[src/rtl/id_ex_alu_stage.sv]
// id_ex_alu_stage: ID/EX register with ALU control decode and operand select.
// Define FORWARDING_EN to enable EX/MEM and MEM/WB operand forwarding.
module id_ex_alu_stage #(
    parameter int DATA_W     = 32,
    parameter int REG_ADDR_W = 5
) (
    input  logic                  clk_i,
    input  logic                  rst_i,
    input  logic                  stall_i,
    input  logic                  flush_i,
    input  logic                  valid_i,
    input  logic [DATA_W-1:0]     rs1_data_i,
    input  logic [DATA_W-1:0]     rs2_data_i,
    input  logic [DATA_W-1:0]     imm_i,
    input  logic [REG_ADDR_W-1:0] rs1_addr_i,
    input  logic [REG_ADDR_W-1:0] rs2_addr_i,
    input  logic [REG_ADDR_W-1:0] rd_addr_i,
    input  logic [9:0]            funct_i,
    input  logic [1:0]            alu_op_i,
    input  logic                  alu_src_i,
    input  logic                  reg_write_i,
    input  logic                  mem_to_reg_i,
    input  logic                  mem_read_i,
    input  logic                  mem_write_i,
    input  logic [REG_ADDR_W-1:0] exmem_rd_i,
    input  logic                  exmem_reg_write_i,
    input  logic [DATA_W-1:0]     exmem_data_i,
    input  logic [REG_ADDR_W-1:0] memwb_rd_i,
    input  logic                  memwb_reg_write_i,
    input  logic [DATA_W-1:0]     memwb_data_i,
    output logic [DATA_W-1:0]     src1_o,
    output logic [DATA_W-1:0]     src2_o,
    output logic [2:0]            alu_ctr_o,
    output logic [DATA_W-1:0]     mem_wdata_o,
    output logic [REG_ADDR_W-1:0] rd_addr_o,
    output logic                  valid_o,
    output logic                  reg_write_o,
    output logic                  mem_to_reg_o,
    output logic                  mem_read_o,
    output logic                  mem_write_o,
    output logic                  illegal_o
);
    typedef struct packed {
        logic                  valid;
        logic                  reg_write;
        logic                  mem_to_reg;
        logic                  mem_read;
        logic                  mem_write;
        logic                  illegal;
        logic                  alu_src;
        logic [2:0]            alu_ctr;
        logic [REG_ADDR_W-1:0] rs1_addr;
        logic [REG_ADDR_W-1:0] rs2_addr;
        logic [REG_ADDR_W-1:0] rd_addr;
        logic [DATA_W-1:0]     rs1_data;
        logic [DATA_W-1:0]     rs2_data;
        logic [DATA_W-1:0]     imm;
    } stage_t;

    stage_t     st_d, st_q;
    logic [2:0] ctr;
    logic       ill;
    logic [DATA_W-1:0] fwd_a, fwd_b;

    // Undecodable combinations still drive ADD so the ALU sees a benign op.
    always_comb begin
        ctr = 3'b011;
        ill = 1'b0;
        case (alu_op_i)
            2'b10: case (funct_i)
                10'b0000000_111: ctr = 3'b000;
                10'b0000000_100: ctr = 3'b001;
                10'b0000000_001: ctr = 3'b010;
                10'b0000000_000: ctr = 3'b011;
                10'b0100000_000: ctr = 3'b100;
                10'b0000001_000: ctr = 3'b101;
                default:         ill = 1'b1;
            endcase
            2'b00: begin
                if (funct_i[2:0] == 3'b000) ctr = 3'b110;
                else if (funct_i == 10'b0100000_101) ctr = 3'b111;
                else ill = 1'b1;
            end
            2'b01:   ctr = 3'b011;
            default: ill = 1'b1;
        endcase
    end

    always_comb begin
        st_d            = '0;
        st_d.valid      = valid_i;
        st_d.reg_write  = valid_i & reg_write_i;
        st_d.mem_to_reg = valid_i & mem_to_reg_i;
        st_d.mem_read   = valid_i & mem_read_i;
        st_d.mem_write  = valid_i & mem_write_i;
        st_d.illegal    = valid_i & ill;
        st_d.alu_src    = alu_src_i;
        st_d.alu_ctr    = ctr;
        st_d.rs1_addr   = rs1_addr_i;
        st_d.rs2_addr   = rs2_addr_i;
        st_d.rd_addr    = rd_addr_i;
        st_d.rs1_data   = rs1_data_i;
        st_d.rs2_data   = rs2_data_i;
        st_d.imm        = imm_i;
    end

    always_ff @(posedge clk_i) begin
        if (rst_i || flush_i) st_q <= '0;
        else if (!stall_i) st_q <= st_d;
    end

`ifdef FORWARDING_EN
    function automatic logic [DATA_W-1:0] fwd(
        input logic                  v,
        input logic [REG_ADDR_W-1:0] a,
        input logic [DATA_W-1:0]     r,
        input logic                  ex_we,
        input logic [REG_ADDR_W-1:0] ex_rd,
        input logic [DATA_W-1:0]     ex_d,
        input logic                  wb_we,
        input logic [REG_ADDR_W-1:0] wb_rd,
        input logic [DATA_W-1:0]     wb_d
    );
        return (v && a != '0 && ex_we && ex_rd == a) ? ex_d :
               (v && a != '0 && wb_we && wb_rd == a) ? wb_d : r;
    endfunction

    assign fwd_a = fwd(st_q.valid, st_q.rs1_addr, st_q.rs1_data, exmem_reg_write_i, exmem_rd_i,
                       exmem_data_i, memwb_reg_write_i, memwb_rd_i, memwb_data_i);
    assign fwd_b = fwd(st_q.valid, st_q.rs2_addr, st_q.rs2_data, exmem_reg_write_i, exmem_rd_i,
                       exmem_data_i, memwb_reg_write_i, memwb_rd_i, memwb_data_i);
`else
    logic unused_fwd;
    assign unused_fwd = ^{exmem_rd_i, exmem_reg_write_i, exmem_data_i, memwb_rd_i,
                          memwb_reg_write_i, memwb_data_i, st_q.rs1_addr, st_q.rs2_addr};
    assign fwd_a = st_q.rs1_data;
    assign fwd_b = st_q.rs2_data;
`endif

    assign src1_o       = fwd_a;
    assign src2_o       = st_q.alu_src ? st_q.imm : fwd_b;
    assign mem_wdata_o  = fwd_b;
    assign alu_ctr_o    = st_q.alu_ctr;
    assign rd_addr_o    = st_q.rd_addr;
    assign valid_o      = st_q.valid;
    assign reg_write_o  = st_q.reg_write;
    assign mem_to_reg_o = st_q.mem_to_reg;
    assign mem_read_o   = st_q.mem_read;
    assign mem_write_o  = st_q.mem_write;
    assign illegal_o    = st_q.illegal;
endmodule
[config.mk]
export PLATFORM = sky130hd
export DESIGN_NAME = id_ex_alu_stage
export DESIGN_NICKNAME = d
export VERILOG_FILES = /design/src/rtl/id_ex_alu_stage.sv
export SDC_FILE = /design/constraint.sdc
export NUM_CORES = 1
export LEC_CHECK = 0
export ABC_AREA = 1
export CORE_AREA = 10 10 134 136
export DETAILED_ROUTE_END_ITERATION = 10
export DIE_AREA = 0 0 144 146
export GPL_ROUTABILITY_DRIVEN = 0
export HOLD_SLACK_MARGIN = 0.12
export PLACE_DENSITY = 0.74
export SETUP_SLACK_MARGIN = 0.5
export SYNTH_ARGS = -nofsm -noshare
export SYNTH_HDL_FRONTEND = slang
export SYNTH_SLANG_ARGS = --single-unit
[constraint.sdc]
create_clock -name clk_i -period 1.2 [get_ports clk_i]
set_input_delay 0.3 -clock clk_i [delete_from_list [all_inputs] [get_ports clk_i]]
set_output_delay 0.3 -clock clk_i [all_outputs]
set_load 0.005 [all_outputs]
==> key figures <==
Yosys
  – Syn nets: 897
  – Seq/Total Area, Yosys: 44.7%
  – Netlist cell types: 19
  – Cell Area, Synth: 4970 um2
  – Mapped Cells: around 690
  – Yosys reg bits: about 110
  – YS warnings: 0
  – Syn avg cell area: 7.22 um2

Power
  – VDD IR max: 613 uV
  – Pwr/cell area: 927 nW/um2
  – Comb power frac: roughly 22%
  – Internal Power: 6.62 mW
  – Clk pwr share: 33.9%
  – Leakage: 4.08 nW
  – Flop pwr share: 43.7%
  – Sw frac: 26.3%
  – Sw power: 2.36 mW

Detailed routing
  – 1st-iter DRT viols: around 190
  – Vias per inst: 4.72
  – WL/cell: 18.6 um
  – Detail Route Antenna Nets: 0
  – Post-Route WL: 20,700 um
  – Post-route DRC: 0
  – Vias: 5,247
  – Drt first pass iters: 4

Worst setup path
  – Worst path top cell family by delay: buffers and inverters
  – Crit path arrival time: 1360 ps
  – Critical Path Start Type: flop
  – CP dominant cell by count: buf_12
  – Crit path buf inv count: 4
  – CP endpoint kind: primary output
  – CP cell instances: buf_8 > buf_12 > buf_12 > nand2_4 > o21ai_4 > buf_2
  – Setup CP Type: flop to primary output
  – Required time of the critical path: roughly 900 ps
  – Worst path max stage delay: between 300 and 400 ps
  – Crit path max-delay cell type: dfxtp_4
  – Crit-path max FO: 5

Timing
  – Final Hold Fails: 0
  – Crit share post-route: 138%
  – Worst Skew: 0 ps
  – Slew Limit Fails: 0
  – Fin Setup TNS: -12,610 ps
  – WHS: 333 ps
  – Max-slew headroom: 83.1%
  – Setup violators final: 32
  – Final WS setup: -462 ps
  – Fmax: 602 MHz
  – Min cycle time layout: 1660 ps
  – Slew @ Worst Pin: approximately 250 ps
  – RSZ-0062 raised after global routing: true

CTS
  – Root Buffer Master: clkbuf_16
  – CTS tree: built
  – CTS clk-pin slew, worst paths: 80 ps
  – CTS Buf Count: 9
  – CTS max path bufs: 2
  – Hold buffers post-CTS: 0
  – Clock sinks: around 110
  – Worst skew pair latency: approximately 350 ps
  – H-tree depth: 3

Worst hold path
  – Worst Hold Class: input port to flop

Floorplan
  – Starting Density: ~32%
  – Die width: 144 um
  – FP Rows: 46
  – Core Box Area: 15,500 um2
  – Die area: 21,000 um2
  – Top-level I/O count: 319
  – Die Height: ~150 um

Finish
  – Share of layout cells above drive strength 1: 59.8%
  – Inserted Diodes: 0
  – Register area: about 2300 um2
  – Multi-input logic area: roughly 2800 um2
  – Area Growth Syn to Fin: 94.8%
  – Final net count: 1,123
  – Fin cells: between 1,000 and 1,500
  – Filler Cells Inserted: 1,283

Outcome
  – Violated checks: negative setup slack
  – Outcome: finished, violations left

GRT
  – Gr usage total: 18.2%
  – Largest net degree at the start of global routing: 42
  – Vias in the first global route: roughly 5,300
  – Initial antenna violation count: 1
  – First-pass GRT wire length: 29,900 um
  – GR Overflow Total: 0

Place
  – Dpl cells: 1,038
  – Detailed placer's ending HPWL: 12,100 um
  – Count of input and output buffers: 232

Run
  – Number of max-cap violations: 0
==> synth_stat cells, drive strengths merged <==
cell	n	share of area, %
inv	49	3.7
a41oi	1	0.18
nor3	1	0.10
nand3	8	0.91
clkbuf	17	1.3
o211ai	1	0.15
dfxtp	111	45
nand2	211	16
buf	97	13
nor2	17	1.6
o21ai	65	6.5
a21oi	110	11
==> layout by cell type, fill, tap and decap left out, drive strengths merged <==
cell,instances
nor2,17
nand2,211
a41oi,1
clkinvlp,1
clkdlybuf4s50,106
bufbuf,2
clkinv,3
nand3,8
dfxtp,111
clkbuf,18
nor3,1
buf,214
a21oi,110
o21ai,65
dlygate4sd2,1
inv,49
o211ai,1
==> power groups by stage <==
stage | registers [mW] | clock network, mW | logic, mW
finish | 3.92 | 3.04 | 2.01
global route | 3.93 | 3.25 | 2.15
CTS | 3.91 | 3.12 | 1.85
detailed placement | 3.98 | 0 | 1.39
global placement | 3.97 | 0 | 1.38
floorplan | 3.98 | 0 | 0.736
==> cell type report <==
type | instances | area share, %
clock inverters | 2 | 0.129
clock buffers | 14 | 2.93
inverters | 49 | 2.35
well taps | 192 | 2.48
repair buffers | 327 | 38.5
repair inverters | 2 | 0.375
flip-flops and latches | 111 | 24.0
multi-input cells | 414 | 29.3
==> path summary, 6_finish.rpt <==
| check | startpoint | slack (ps) | to | cells after the start |
|---|---|---|---|---|
| setup reg to reg | st_q[114] | 210 | st_q[114] | 5 |
| hold / removal | rst_i | 330 | mem_wdata_o[26] | 5 |
| hold reg to reg | src1_o[31] | 470 | src1_o[31] | 2 |
| setup / recovery | st_q[114] | -460 | src2_o[30] | 6 |
==> through the flow <==
stage	utilization (%)	area (um2)	total power, mW	setup WS [ps]
detailed placement	48.4	7490	5.37	-511
global route	62.5	9680	9.33	-513
CTS	58.5	9060	8.87	-484
global placement	48.4	7490	5.35	-476
finish	62.5	9680	8.97	-462
floorplan	-	5800	4.72	126
==> flip-flops by register name, indices dropped and copies added, names as in the netlist <==
name          count
mem_wdata_o      32
mem_to_reg_o      1
illegal_o         1
rd_addr_o         5
mem_read_o        1
src1_o           32
st_q             33
alu_ctr_o         3
valid_o           1
reg_write_o       1
mem_write_o       1
==> layer usage <==
| layer | wire [um] | vias up | track usage, % |
|---|---|---|---|
| li1 | - | 2580 | - |
| met1 | 8370 | 2467 | 21.7 |
| met2 | 10300 | 177 | 30.1 |
| met3 | 1620 | 23 | 6.14 |
| met4 | 388 | 0 | 5.52 |
| met5 | 0 | - | 0 |
==> kinds of logic after synthesis <==
kind of cell | Yosys count | share of synthesized area, %
AOI/OAI and AO/OA | 177 | 18.1
and+or+nand+nor | 237 | 18.7
DFF | 111 | 44.7
buffers and inverters | 163 | 18.4
==> worst min-delay path, cell delays in order <==
cell and delay (ps):
buf_6 70, nor2_4 30, buf_12 120, o21ai_1 80, a21oi_1 40
==> what timing repair did <==
| action | CTS | global route |
|---|---|---|
| gates resized for setup | 765 | 118 |
| buffers inserted | 28 | 6 |
| gates cloned | 21 | 2 |
| pin swaps | 36 | 29 |
| setup endpoints to repair | 221 | 220 |
(Power assumes the default switching activity.)
